## src/rtl/lsu_pkg.sv

```systemverilog
// Shared types for the LSU memory-access stage: FSM states, error codes and the latched op.
package lsu_pkg;

  localparam int unsigned LsuAddrW   = 32;
  localparam int unsigned LsuDataW   = 32;
  localparam int unsigned LsuRegIdxW = 5;

  typedef enum logic [1:0] {
    StIdle = 2'd0,
    StReq  = 2'd1,
    StWait = 2'd2
  } lsu_mem_state_e;

  typedef enum logic [1:0] {
    ErrNone     = 2'd0,
    ErrMisalign = 2'd1,
    ErrIllegal  = 2'd2,
    ErrTimeout  = 2'd3
  } lsu_err_e;

  typedef struct packed {
    logic                  we;
    logic [LsuAddrW-1:0]   addr;
    logic [LsuDataW-1:0]   wdata;
    logic [LsuRegIdxW-1:0] rd_dest;
  } lsu_mem_op_t;

endpackage

```

## src/rtl/lsu_mem_access.sv

```systemverilog
// LSU memory-access stage: issues one word load/store on a req/gnt + rvalid port,
// stalls execute while busy and reports load results or errors with one-cycle pulses.
module lsu_mem_access
  import lsu_pkg::*;
#(
  parameter int unsigned ADDR_W    = LsuAddrW,
  parameter int unsigned DATA_W    = LsuDataW,
  parameter int unsigned REG_IDX_W = LsuRegIdxW,
  parameter int unsigned TIMEOUT   = 16
) (
  input  logic                 clk,
  input  logic                 rst_n,
  input  logic                 ex_valid,
  input  logic                 ex_rd_en,
  input  logic [ADDR_W-1:0]    ex_rd_addr,
  input  logic                 ex_wr_en,
  input  logic [ADDR_W-1:0]    ex_wr_addr,
  input  logic [DATA_W-1:0]    ex_wr_data,
  input  logic [REG_IDX_W-1:0] ex_rd_dest,
  output logic                 ex_stall,
  output logic                 mem_req,
  output logic                 mem_we,
  output logic [ADDR_W-1:0]    mem_addr,
  output logic [DATA_W-1:0]    mem_wdata,
  input  logic                 mem_gnt,
  input  logic                 mem_rvalid,
  input  logic [DATA_W-1:0]    mem_rdata,
  output logic                 wb_valid,
  output logic [REG_IDX_W-1:0] wb_rd_dest,
  output logic [DATA_W-1:0]    wb_data,
  output logic                 err_valid,
  output logic [1:0]           err_code
);

  localparam int unsigned CntW = (TIMEOUT > 2) ? $clog2(TIMEOUT) : 1;
  localparam logic [CntW-1:0] CntLast = CntW'(TIMEOUT - 1);

  lsu_mem_state_e        r_state;
  lsu_mem_state_e        w_state_d;
  lsu_mem_op_t           r_op;
  logic [CntW-1:0]       r_cnt;
  logic                  r_wb_valid;
  logic [REG_IDX_W-1:0]  r_wb_dest;
  logic [DATA_W-1:0]     r_wb_data;
  logic                  r_err_valid;
  lsu_err_e              r_err_code;

  logic                  w_accept;
  logic                  w_latch_op;
  logic                  w_cnt_clr;
  logic                  w_cnt_inc;
  logic                  w_wb_set;
  logic                  w_err_set;
  lsu_err_e              w_err_type;
  logic [ADDR_W-1:0]     w_sel_addr;

  assign w_accept   = ex_valid & (ex_rd_en | ex_wr_en);
  assign w_sel_addr = ex_rd_en ? ex_rd_addr : ex_wr_addr;

  always_comb begin
    w_state_d  = r_state;
    w_latch_op = 1'b0;
    w_cnt_clr  = 1'b0;
    w_cnt_inc  = 1'b0;
    w_wb_set   = 1'b0;
    w_err_set  = 1'b0;
    w_err_type = ErrNone;
    unique case (r_state)
      StIdle: begin
        if (w_accept) begin
          if (ex_rd_en && ex_wr_en) begin
            w_err_set  = 1'b1;
            w_err_type = ErrIllegal;
          end else if (w_sel_addr[1:0] != 2'b00) begin
            w_err_set  = 1'b1;
            w_err_type = ErrMisalign;
          end else begin
            w_latch_op = 1'b1;
            w_state_d  = StReq;
          end
        end
      end
      StReq: begin
        if (mem_gnt) begin
          if (r_op.we) begin
            w_state_d = StIdle;
          end else begin
            w_cnt_clr = 1'b1;
            w_state_d = StWait;
          end
        end
      end
      StWait: begin
        if (mem_rvalid) begin
          w_wb_set  = 1'b1;
          w_state_d = StIdle;
        end else if (r_cnt == CntLast) begin
          w_err_set  = 1'b1;
          w_err_type = ErrTimeout;
          w_state_d  = StIdle;
        end else begin
          w_cnt_inc = 1'b1;
        end
      end
      default: w_state_d = StIdle;
    endcase
  end

  always_ff @(posedge clk) begin
    if (!rst_n) begin
      r_state     <= StIdle;
      r_op        <= '0;
      r_cnt       <= '0;
      r_wb_valid  <= 1'b0;
      r_wb_dest   <= '0;
      r_wb_data   <= '0;
      r_err_valid <= 1'b0;
      r_err_code  <= ErrNone;
    end else begin
      r_state     <= w_state_d;
      r_wb_valid  <= w_wb_set;
      r_err_valid <= w_err_set;
      if (w_latch_op) begin
        r_op.we      <= ex_wr_en;
        r_op.addr    <= w_sel_addr;
        r_op.wdata   <= ex_wr_data;
        r_op.rd_dest <= ex_rd_dest;
      end
      if (w_cnt_clr) begin
        r_cnt <= '0;
      end else if (w_cnt_inc) begin
        r_cnt <= r_cnt + 1'b1;
      end
      if (w_wb_set) begin
        r_wb_dest <= r_op.rd_dest;
        r_wb_data <= mem_rdata;
      end
      if (w_err_set) begin
        r_err_code <= w_err_type;
      end
    end
  end

  assign ex_stall   = (r_state != StIdle);
  assign mem_req    = (r_state == StReq);
  assign mem_we     = r_op.we;
  assign mem_addr   = r_op.addr;
  assign mem_wdata  = r_op.wdata;
  assign wb_valid   = r_wb_valid;
  assign wb_rd_dest = r_wb_dest;
  assign wb_data    = r_wb_data;
  assign err_valid  = r_err_valid;
  assign err_code   = r_err_code;

endmodule

```

## config.mk

```make
export PLATFORM = sky130hd
export DESIGN_NAME = lsu_mem_access
export DESIGN_NICKNAME = d
export VERILOG_FILES = /design/src/rtl/lsu_pkg.sv /design/src/rtl/lsu_mem_access.sv
export SDC_FILE = /design/constraint.sdc
export NUM_CORES = 1
export LEC_CHECK = 0
export BUFFER_PORTS_ARGS = -buffer_cell sky130_fd_sc_hd__buf_2
export CORE_MARGIN = 8
export CORE_UTILIZATION = 43
export DETAILED_ROUTE_END_ITERATION = 10
export GPL_ROUTABILITY_DRIVEN = 0
export PLACE_DENSITY = 0.77
export SLEW_MARGIN = 0
export SYNTH_ARGS = -nofsm -noshare
export SYNTH_HDL_FRONTEND = slang
export SYNTH_SLANG_ARGS = --single-unit
```

## constraint.sdc

```tcl
create_clock -name clk -period 1.4 [get_ports clk]
set_input_delay 0.07 -clock clk [delete_from_list [all_inputs] [get_ports clk]]
set_output_delay 0.07 -clock clk [all_outputs]
set_load 0.05 [all_outputs]
```

==> metrics <==
number of flops mapped to enable cells by yosys 0; Final Critical Period 1370 ps; reg2reg path depth 5; die area 16500 µm²; crit path capture type register; Peak Freq 731 MHz; Worst Hold Class in2reg; Yosys warning count 0; grt peak-use layer met2; CTS H-tree depth 4; vias in the first global route 5179; ant diodes 0; PwrDens 1180 nW/µm²; routed vias 5011; Remaining DRCs 0; clock root buffer clkbuf_16; core area 12500 µm²; Post-synth ARST share 0; Skew-Pair Late Insertion Delay 410 ps; max_slew headroom 0.601; Layout Cells excl Fill 1066; hpwl dp 10600 µm; Hold Crit Start mem_rvalid; Synth top area share 0.432; DP Area 6540 µm²; number of synthesized register bits 117; # setup viols final 0; syn nets 758; Area contributors post-synth dfxtp_1 (43%), nand2_1 (15%), mux2i_1 (13%); Max Cap Viol 0; mean post-synth cell area 8.78 µm²; Slew @ Worst Pin 598 ps; Worst-path clk slew 50 ps; Final period util 0.977; final slew viol count 0; initial antenna violation count 0; CTS tree built; vias per cell 4.70; GRT Overall Usage 0.199; final core utilization 0.645; Reg2Reg Launch Point r_state[0]; total grt overflow 0; Critical Path Fanout Max 15; pin count of the biggest net entering global routing 39; Pwr Total 9.53 mW; Area Growth Syn to Fin 48.3%; Cell Rows 41; Routed WL 16700 µm; fraction of layout cells with a size suffix above 1 0.393; clock tree buffer depth 2; Cells after Synth 617; RSZ-0062 raised after global routing true; routed len/inst 15.7 µm; first-pass GRT wire length 25900 µm; biggest area consumer among synthesized cells dfxtp_1; Die H 128 µm; Critical Path RT 1730 ps; Synth Flop Type dfxtp_1; CTS Buf Count 17; synthesized cell area 5420 µm²; Netlist cell types 35; status completed; Iter 0 DRT Violations 253; Fin. Hold Viols 0; met3 usage 0.0894; sequential fraction of the synthesis area 0.432; initial core utilization 0.435; arrival time at the worst endpoint 1700 ps; M2 GR Usage 0.323; I/O Pins 248; PortBufs 247; Die Width 128 µm; post-route cell area 8040 µm²; met1 GRT Util 0.218; Hold Crit Depth 4; Inst Count DP 958; Worst setup SP type primary input; nets 1022; critical path launch point ex_wr_en; Antenna Violating Nets Remaining 0; WS Path Type in2reg; top cells by count, synth nand2_1 (213), dfxtp_1 (117), buf_4 (71); Clock Skew 8.98 ps; drt first pass iters 5; clock sink count 117; most frequent cell after synthesis nand2_1; Max VDD drop 0.639 mV; Leak 4.13 nW
[path summary, 6_finish.rpt]
path                                      to  slack, ps
worst min-delay path               err_valid         20
worst max-delay path            mem_wdata[3]         30
worst min register to register  mem_wdata[9]        450
worst max register to register   wb_data[27]         60
[state kept, by name (all words and copies together), names as in the netlist]
signal	count
err_code	2
err_valid	1
mem_addr	32
mem_wdata	32
mem_we	1
r_cnt	4
r_op	5
r_state	2
wb_data	32
wb_rd_dest	5
wb_valid	1
[per-stage QoR]
| step | hold WS [ps] | worst slack [ps] | TNS [ps] |
|---|---|---|---|
| after floorplan | 209 | -0.591 | -0.591 |
| after global placement | 316 | -7.78 | -30.5 |
| after detailed placement | 318 | -61.1 | -1750 |
| after CTS | 29.0 | -15.2 | -29.7 |
| after global routing | 39.0 | -51.7 | -63.9 |
| final | 16.2 | 31.6 | 0 |
[placed cells by master, fill, tap and decap left out, types with 2 or more instances in the layout]
cell           instances
clkbuf_8               4
and3_1                 3
dlygate4sd3_1         71
clkbuf_1               2
o21ai_0                5
dfxtp_1              115
buf_4                 22
a21oi_1                8
buf_2                245
mux2_2                30
a21boi_1               8
clkbuf_16             19
buf_12                 9
inv_1                  3
clkinv_2               3
mux2i_1               68
bufinv_16              6
dfxtp_2                2
nand3b_1               2
a21boi_0              31
nand2_1              213
o31ai_1                2
or3_1                  3
and2_1                 2
[per-layer routing]
layer  up-vias  share of wire
li1       2483              -
met1      2276           0.41
met2       227           0.47
met3        25          0.099
met4         0          0.019
met5         -              0
[critical path: stages]
cell and delay, ps:
dlygate4sd3_1 540, buf_2 170, xor2_2 190, o2111ai_4 120, buf_12 200, buf_4 170, mux2i_1 210
[area by class of cell]
| class | instances | area, µm² |
|---|---|---|
| clock inverter | 9 | 195 |
| clock buffer | 23 | 488 |
| inverter | 3 | 11.3 |
| sequential | 117 | 2340 |
| timing repair buffer | 350 | 2340 |
| tap | 172 | 215 |
| multi-input combinational | 392 | 2440 |
| fill | 957 | 4430 |
[where the power goes]
part / internal, mW / switching [mW] / leakage, nW / total [mW]
clock network: 3.52 / 1.46 / 0.337 / 4.98
logic: 0.538 / 0.582 / 2.84 / 1.12
registers: 3.40 / 0.0333 / 0.946 / 3.43
total: 7.45 / 2.07 / 4.13 / 9.53
[what timing repair did]
item,in CTS,in global routing
pin swaps,1,0
hold endpoints to repair,71,0
cloned,0,2
hold buffers,71,0
setup buffers,0,3
resized for setup,2,15
endpoints found under the setup margin,19,65
[logic make-up after synthesis]
family          Yosys count  synth area share
simple gates            234             0.175
flops                   117             0.432
buf+inv                 108             0.126
mux                      98             0.188
compound gates           57            0.0736
xor+xnor                  2           0.00323
fa+ha+maj                 1           0.00231
No activity file was read; power rests on OpenSTA's default activity.
